[src/rtl/tt_um_serial_subtractor_pkg.sv]
// Shared definitions for the bit-serial subtractor tile: FSM states and
// the TinyTapeout pin positions used by the operands, strobe and results.
package tt_serial_pkg;

    typedef enum logic [1:0] {
        IDLE  = 2'd0,
        SHIFT = 2'd1,
        DONE  = 2'd2
    } state_t;

    // Operand fields on ui_in
    localparam int A_LSB      = 0;
    localparam int B_LSB      = 4;

    // Start strobe on uio_in
    localparam int START_BIT  = 0;

    // Result and flag fields on uo_out
    localparam int DIFF_LSB   = 0;
    localparam int BORROW_BIT = 4;
    localparam int BUSY_BIT   = 5;
    localparam int DONE_BIT   = 6;
    localparam int ZERO_BIT   = 7;

endpackage

[src/rtl/tt_um_serial_subtractor_cell.sv]
// One-bit full subtractor: d = a - b - bin, with borrow-out.
module serial_sub_cell
    import tt_serial_pkg::*;
(
    input  logic a_i,
    input  logic b_i,
    input  logic bin_i,
    output logic d_o,
    output logic bout_o
);

    // Difference bit and borrow generation for a single bit position
    always_comb begin
        d_o    = a_i ^ b_i ^ bin_i;
        bout_o = (~a_i & b_i) | (~(a_i ^ b_i) & bin_i);
    end

endmodule

[src/rtl/tt_um_serial_subtractor.sv]
// Bit-serial subtractor tile. A rising edge on the start strobe latches
// A and B, the difference is then produced LSB first through a single
// full-subtractor cell, and the result plus borrow/zero flags are shown
// once the last bit is in. Results are masked until done so no partial
// value ever reaches the pins.
module tt_um_serial_subtractor
    import tt_serial_pkg::*;
#(
    parameter int WIDTH = 4
) (
    input  logic [7:0] ui_in,
    output logic [7:0] uo_out,
    input  logic [7:0] uio_in,
    output logic [7:0] uio_out,
    output logic [7:0] uio_oe,
    input  logic       ena,
    input  logic       clk,
    input  logic       rst_n
);

    // Counter is one bit wider than strictly needed so WIDTH=1 still works
    localparam int CNT_W = $clog2(WIDTH) + 1;
    localparam logic [CNT_W-1:0] LAST_CNT = CNT_W'(WIDTH - 1);

    state_t             state_q,  state_d;
    logic [WIDTH-1:0]   aShift_q, aShift_d;
    logic [WIDTH-1:0]   bShift_q, bShift_d;
    logic [WIDTH-1:0]   result_q, result_d;
    logic               borrow_q, borrow_d;
    logic [CNT_W-1:0]   cnt_q,    cnt_d;
    logic               start_q,  start_d;

    logic               startRise;
    logic               cellD;
    logic               cellBout;
    logic               unusedPins;

    assign startRise = uio_in[START_BIT] & ~start_q;

    serial_sub_cell u_cell (
        .a_i    (aShift_q[0]),
        .b_i    (bShift_q[0]),
        .bin_i  (borrow_q),
        .d_o    (cellD),
        .bout_o (cellBout)
    );

    // State register; a low enable freezes everything, including the strobe history
    always_ff @(posedge clk or negedge rst_n) begin
        if (!rst_n) begin
            state_q  <= IDLE;
            aShift_q <= '0;
            bShift_q <= '0;
            result_q <= '0;
            borrow_q <= 1'b0;
            cnt_q    <= '0;
            start_q  <= 1'b0;
        end else if (ena) begin
            state_q  <= state_d;
            aShift_q <= aShift_d;
            bShift_q <= bShift_d;
            result_q <= result_d;
            borrow_q <= borrow_d;
            cnt_q    <= cnt_d;
            start_q  <= start_d;
        end
    end

    // Next-state logic: load on a start edge when not busy, shift one bit per clock in SHIFT
    always_comb begin
        state_d  = state_q;
        aShift_d = aShift_q;
        bShift_d = bShift_q;
        result_d = result_q;
        borrow_d = borrow_q;
        cnt_d    = cnt_q;
        start_d  = uio_in[START_BIT];

        case (state_q)
            IDLE, DONE: begin
                if (startRise) begin
                    aShift_d = ui_in[A_LSB +: WIDTH];
                    bShift_d = ui_in[B_LSB +: WIDTH];
                    result_d = '0;
                    borrow_d = 1'b0;
                    cnt_d    = '0;
                    state_d  = SHIFT;
                end
            end
            SHIFT: begin
                aShift_d = aShift_q >> 1;
                bShift_d = bShift_q >> 1;
                result_d = (result_q >> 1) | (WIDTH'(cellD) << (WIDTH - 1));
                borrow_d = cellBout;
                cnt_d    = cnt_q + 1'b1;
                if (cnt_q == LAST_CNT) begin
                    state_d = DONE;
                end
            end
            default: begin
                state_d = IDLE;
            end
        endcase
    end

    // Output mapping: busy during SHIFT, result and flags only while DONE
    always_comb begin
        uo_out           = 8'h00;
        uo_out[BUSY_BIT] = (state_q == SHIFT);
        if (state_q == DONE) begin
            uo_out[DIFF_LSB +: WIDTH] = result_q;
            uo_out[BORROW_BIT]        = borrow_q;
            uo_out[DONE_BIT]          = 1'b1;
            uo_out[ZERO_BIT]          = (result_q == '0);
        end
    end

    assign uio_out = 8'h00;
    assign uio_oe  = 8'h00;

    // Upper operand bits (narrow WIDTH) and spare uio pins are not used
    assign unusedPins = &{1'b0, uio_in[7:1], ui_in};

endmodule
[config.mk]
export PLATFORM = sky130hd
export DESIGN_NAME = tt_um_serial_subtractor
export DESIGN_NICKNAME = d
export VERILOG_FILES = /design/src/rtl/tt_um_serial_subtractor_pkg.sv /design/src/rtl/tt_um_serial_subtractor_cell.sv /design/src/rtl/tt_um_serial_subtractor.sv
export SDC_FILE = /design/constraint.sdc
export NUM_CORES = 1
export LEC_CHECK = 0
export CAP_MARGIN = 20
export CORE_ASPECT_RATIO = 0.75
export CORE_MARGIN = 4
export CORE_UTILIZATION = 46
export CTS_CLUSTER_DIAMETER = 120
export DETAILED_ROUTE_END_ITERATION = 12
export PLACE_DENSITY_LB_ADDON = 0.15
export SYNTH_ARGS = -nofsm -noshare
export SYNTH_HDL_FRONTEND = slang
export SYNTH_HIERARCHICAL = 1
export SYNTH_SLANG_ARGS = --single-unit
[constraint.sdc]
create_clock -name clk -period 3.2 [get_ports clk]
set_input_delay 0.32 -clock clk [delete_from_list [all_inputs] [get_ports clk]]
set_output_delay 0.32 -clock clk [all_outputs]
set_load 0.01 [all_outputs]
; ---- Yosys cells after proc, flatten, opt, wreduce, memory -nomap -nowiden
; Index checks and enable logic that the tools add are counted.
[op_classes]
mux = 15
n_bitwise = 10
eq_ne = 5
n_reduce_logical = 6
addsub = 1
[op_table]
columns = cell, n
row1 = 4-bit one-hot mux with 2 select lines, 3
row2 = 4-bit 2-to-1 mux, 3
row3 = 2-bit 2-to-1 mux, 3
row4 = 3-bit one-hot mux with 2 select lines, 1
row5 = 3-bit AND reduction, 2
row6 = 5-bit 2-to-1 mux, 1
row7 = 4-bit logical NOT, 1
row8 = 3-bit by 4-bit OR with 4-bit output, 1
row9 = 2-bit one-hot mux with 2 select lines, 1
row10 = 3-bit by 1-bit adder with 3-bit output (second input constant), 1
row11 = 1-bit AND, 3
row12 = 3-bit by 2-bit equality test with 1-bit output (second input constant), 1
row13 = 3-bit 2-to-1 mux, 1
row14 = 1-bit inverter, 3
row15 = 2-bit by 1-bit equality test with 1-bit output (second input constant), 1
row16 = 2-bit equality test (second input constant), 1
row17 = 2-bit logical NOT, 1
row18 = 2-bit by 1-bit != test with 1-bit output (second input constant), 1
row19 = 2-bit != test (second input constant), 1
row20 = 1-bit one-hot mux with 2 select lines, 1
row21 = 2-bit nonzero test, 1
row22 = 2-bit OR reduction, 1
row23 = 1-bit XOR, 2
row24 = 1-bit 2-to-1 mux, 1
row25 = 1-bit OR, 1
[totals]
ff_bits = 19
in_bits = 19
out_inout_bits = 24

; ---- Longest topological paths before layout
[depth]
ltp_word = 5
mapped_depth = 5
mapped_depth_nobuf = 5

; ---- Cells and area by module
; Netlist, hierarchy kept.
[modules_own_cells]
columns = mod, area_per_inst_um2, instances, cells_per_inst
row1 = tt_um_serial_subtractor, 1088.5, 1, 91
row2 = serial_sub_cell, 31.3, 1, 4

; ---- Least setup slack after synthesis
; Ideal clock, no wire load.
[synth_timing]
kind = reg-to-reg
startpoint = register state_q[0]
endpoint = register aShift_q[0]
setup_time_ns = 0.125
required_time_ns = 3.075
t_arrival_ns = 1.330
path_stages_with_launch = 6
slack_ns = 1.745
path_cell_list = dfrtp_1 -> nor2b_4 -> buf_6 -> a21oi_4 -> buf_6 -> mux2_4
[synth_via]
elab_chain_cells = 4
[synth_lines]
columns = item, line
row1 = start: declaration, tt_um_serial_subtractor.sv:25  ; state_t state_q, state_d;
row2 = start signal: assignment, tt_um_serial_subtractor.sv:59  ; state_q <= state_d;
row3 = 2-bit equality test / 2-bit logical NOT (equally long branches), tt_um_serial_subtractor.sv:79  ; case (state_q)
row4 = 2-bit OR reduction, tt_um_serial_subtractor.sv:79
row5 = 2-bit != test (no source line) / 2-bit nonzero test (equally long branches), n/a
row6 = 3-bit AND reduction (no source line), n/a
row7 = end signal: assignment, tt_um_serial_subtractor.sv:60  ; aShift_q <= aShift_d;
row8 = end: declaration, tt_um_serial_subtractor.sv:26  ; logic [WIDTH-1:0] aShift_q, aShift_d;
; Parallel ways exist; a longest one is shown, timed or not.
; A chain may end at the register's enable or synchronous reset.

; ---- Worst setup path after layout
[layout_timing]
startpoint = register state_q[1]
endpoint = output port uo_out[7]
[layout_via]
elab_chain_cells = 2
[layout_lines]
columns = item, line
row1 = 2-bit equality test, tt_um_serial_subtractor.sv:110  ; if (state_q == DONE) begin
row2 = 2-bit 2-to-1 mux, tt_um_serial_subtractor.sv:110
row3 = end: declaration, tt_um_serial_subtractor.sv:12  ; output logic [7:0] uo_out,
; No other way between the ends.

==> results.cfg <==
[setup_path]
crit_path_end_kind = output pin
rr_worst_depth = 3
path_max_fanout = 7
worstPathCellList = nor2b_1 > nand2_1 > nor3_1 > clkdlybuf4s50_1
critPathSlowestCell = clkdlybuf4s50_1
reg2reg_to = aShift_q[0]
reg2reg_from = state_q[0]
crit_path_max_incr_delay_ns = 0.57
critPathRequiredTime_ns = 2.88
crit_type = flip-flop to output pin
rrSetupSlack_ns = 1.51
startpoint_type = flip-flop
cp_data_arrival_time_ns = 1.90

[clock_network]
ctsRootBufferMaster = clkbuf_4
numCtsBuffers = 3
cts_resized = 0
cts_tree = yes
clk_pin_slew_worst_paths_ns = 0.12
post-cts-setup-buffers = 0
insertion_delay_ns = 0.31
numClockSinks = 19
clockBufferDepth = 2
htree_num_levels = 1
postCtsHoldBufs = 0

[drt]
totalWireLength_um = 1810
vias = 677
drc = 0
first_pass_iters = 3
drt_iter0_markers = 14
ant_nets = 0
wl_per_cell_um = 12.4
via_per_inst = 4.64

[min_path]
hp-class = input pin to async pin

[grt]
grt_start_max_net_pins = 20
grt_pass1_vias = 659
grt_pass1_wl_um = 3110
track_usage = 0.126
antenna_found_initial = 0
grt_overflow = 0

[synthesis]
syn-instance-count = 95
yosys.area.top_type = dfrtp_1
synth_top_area_share = 0.425
ys_warn_count = 6
synthArstFlopShare = 1.00
syn_area_per_cell_um2 = 11.8
yosysSeqAreaShare = 0.425
synth_edf_count = 0
ys.flop_type = dfrtp_1
synth-seq-cells = 19
synth_area_um2 = 1120
yosysMostFrequentCell = dfrtp_1
synth_area_leaders = dfrtp_1 42%, mux2_2 13%, buf_4 11%
netlist_top_cells_count = 19 x dfrtp_1, 17 x buf_4, 13 x mux2_2
ys_types = 28

[floorplan]
initial_utilization = 0.485
die_width_um = 65.0
dieArea_um2 = 3300
io_pins = 43
die_y_um = 50.7
core_area_um2 = 2310
fp-row-count = 15

[timing]
final_hold_viol_count = 0
drv_slew = 0
worstMarginPinSlew_ns = 0.847
whs_ns = 0.486
clock.fmax_mhz = 451
rsz0062_at_grt = false
finalSetupViolCount = 0
fin_worst_skew_ns = 0.0190
period_share = 0.693
max_slew_margin = 0.433
fin_crit_ns = 2.22
finalSetupTns_ns = 0

[final_layout]
antenna_cells = 0
drive_gt1_frac = 0.250
syn2layout_area_growth_pct = 14.1
final_nets = 135
num-fill-cells = 221

[power]
ir_drop_mv = 0.335
p_leak_nw = 0.622
power_per_cell_area_nw_per_um2 = 761

[status]
status = completed

[placed_design]
dp_hpwl_um = 1320
globalplace.congestion = 0.660
io_buffer_count = 19

[job]
maxCapViolCount = 0
worst max path at each step:
stage	start	to	slack, ns
2_1_floorplan	state_q[0]	aShift_q[0]	1.74
3_3_place_gp	ena	bShift_q[3]	0.89
3_5_place_dp	ena	aShift_q[2]	0.88
4_1_cts	state_q[0]	uo_out[7]	0.95
5_1_grt	state_q[1]	uo_out[7]	0.80
6_report	state_q[1]	uo_out[7]	0.98
cell type report:
cell class / count / area (um^2) / area share
flip-flops and latches: 19 / 475 / 0.372
multi-input cells: 66 / 527 / 0.412
clock buffers: 3 / 22.5 / 0.0176
inverters: 4 / 15.0 / 0.0118
well taps: 34 / 42.5 / 0.0333
repair buffers: 19 / 190 / 0.149
clock inverters: 1 / 5.00 / 0.00392
registers in the layout (all words and copies together) (netlist names):
signal,cells
aShift_q,4
bShift_q,4
result_q,4
cnt_q,3
state_q,2
borrow_q,1
start_q,1
critical path, delay by kind of cell (launching register included):
family        cells  cell delay [ns]
buf+inv           1             0.57
simple gates      3             0.58
flops             1             0.44
logic make-up (layout without fill, tap and decap cells):
| logic type | Yosys count | after routing | synth area share |
|---|---|---|---|
| other cells | 1 | 16 | 0.00335 |
| flops | 19 | 19 | 0.425 |
| buf+inv | 25 | 27 | 0.155 |
| compound gates | 13 | 13 | 0.106 |
| fa+ha+maj | 3 | 3 | 0.0402 |
| mux | 15 | 15 | 0.153 |
| simple gates | 19 | 19 | 0.117 |
cells in the final DEF, fill, tap and decap left out, types with 2 or more instances in the layout:
cell and n:
a21o_2 6, a32o_1 3, and2_1 5, and3_1 4, clkbuf_4 3, clkdlybuf4s50_1 19
conb_1 16, dfrtp_1 19, ha_1 2, inv_1 4, mux2_2 13, nor2b_1 2
o21ai_0 2
where the power goes:
group	switching, W	total (W)	internal [W]
Sequential	0.0000695	0.000409	0.000339
Combinational	0.000184	0.000443	0.000258
Clock	0.0000739	0.000120	0.0000466
metal layers:
metal  share of wire  vias up  wire [um]  track usage
li1                -      326          -            -
met1            0.45      320        816        0.155
met2            0.44       27        797        0.195
met3           0.089        4        161       0.0515
met4           0.016        0         29       0.0526
met5               0        -          0            0
per-stage QoR:
step	utilization	setup slack, ns	cell area [um^2]	power (W)	instances
finish	0.553	0.981	1280	0.000972	146
global route	0.553	0.798	1280	0.00105	146
CTS	0.553	0.954	1280	0.000985	146
detailed placement	0.541	0.882	1250	0.000861	142
global placement	0.541	0.892	1250	0.000847	142
floorplan	-	1.74	1180	0.000796	110
No activity file was read; power rests on OpenSTA's default activity.
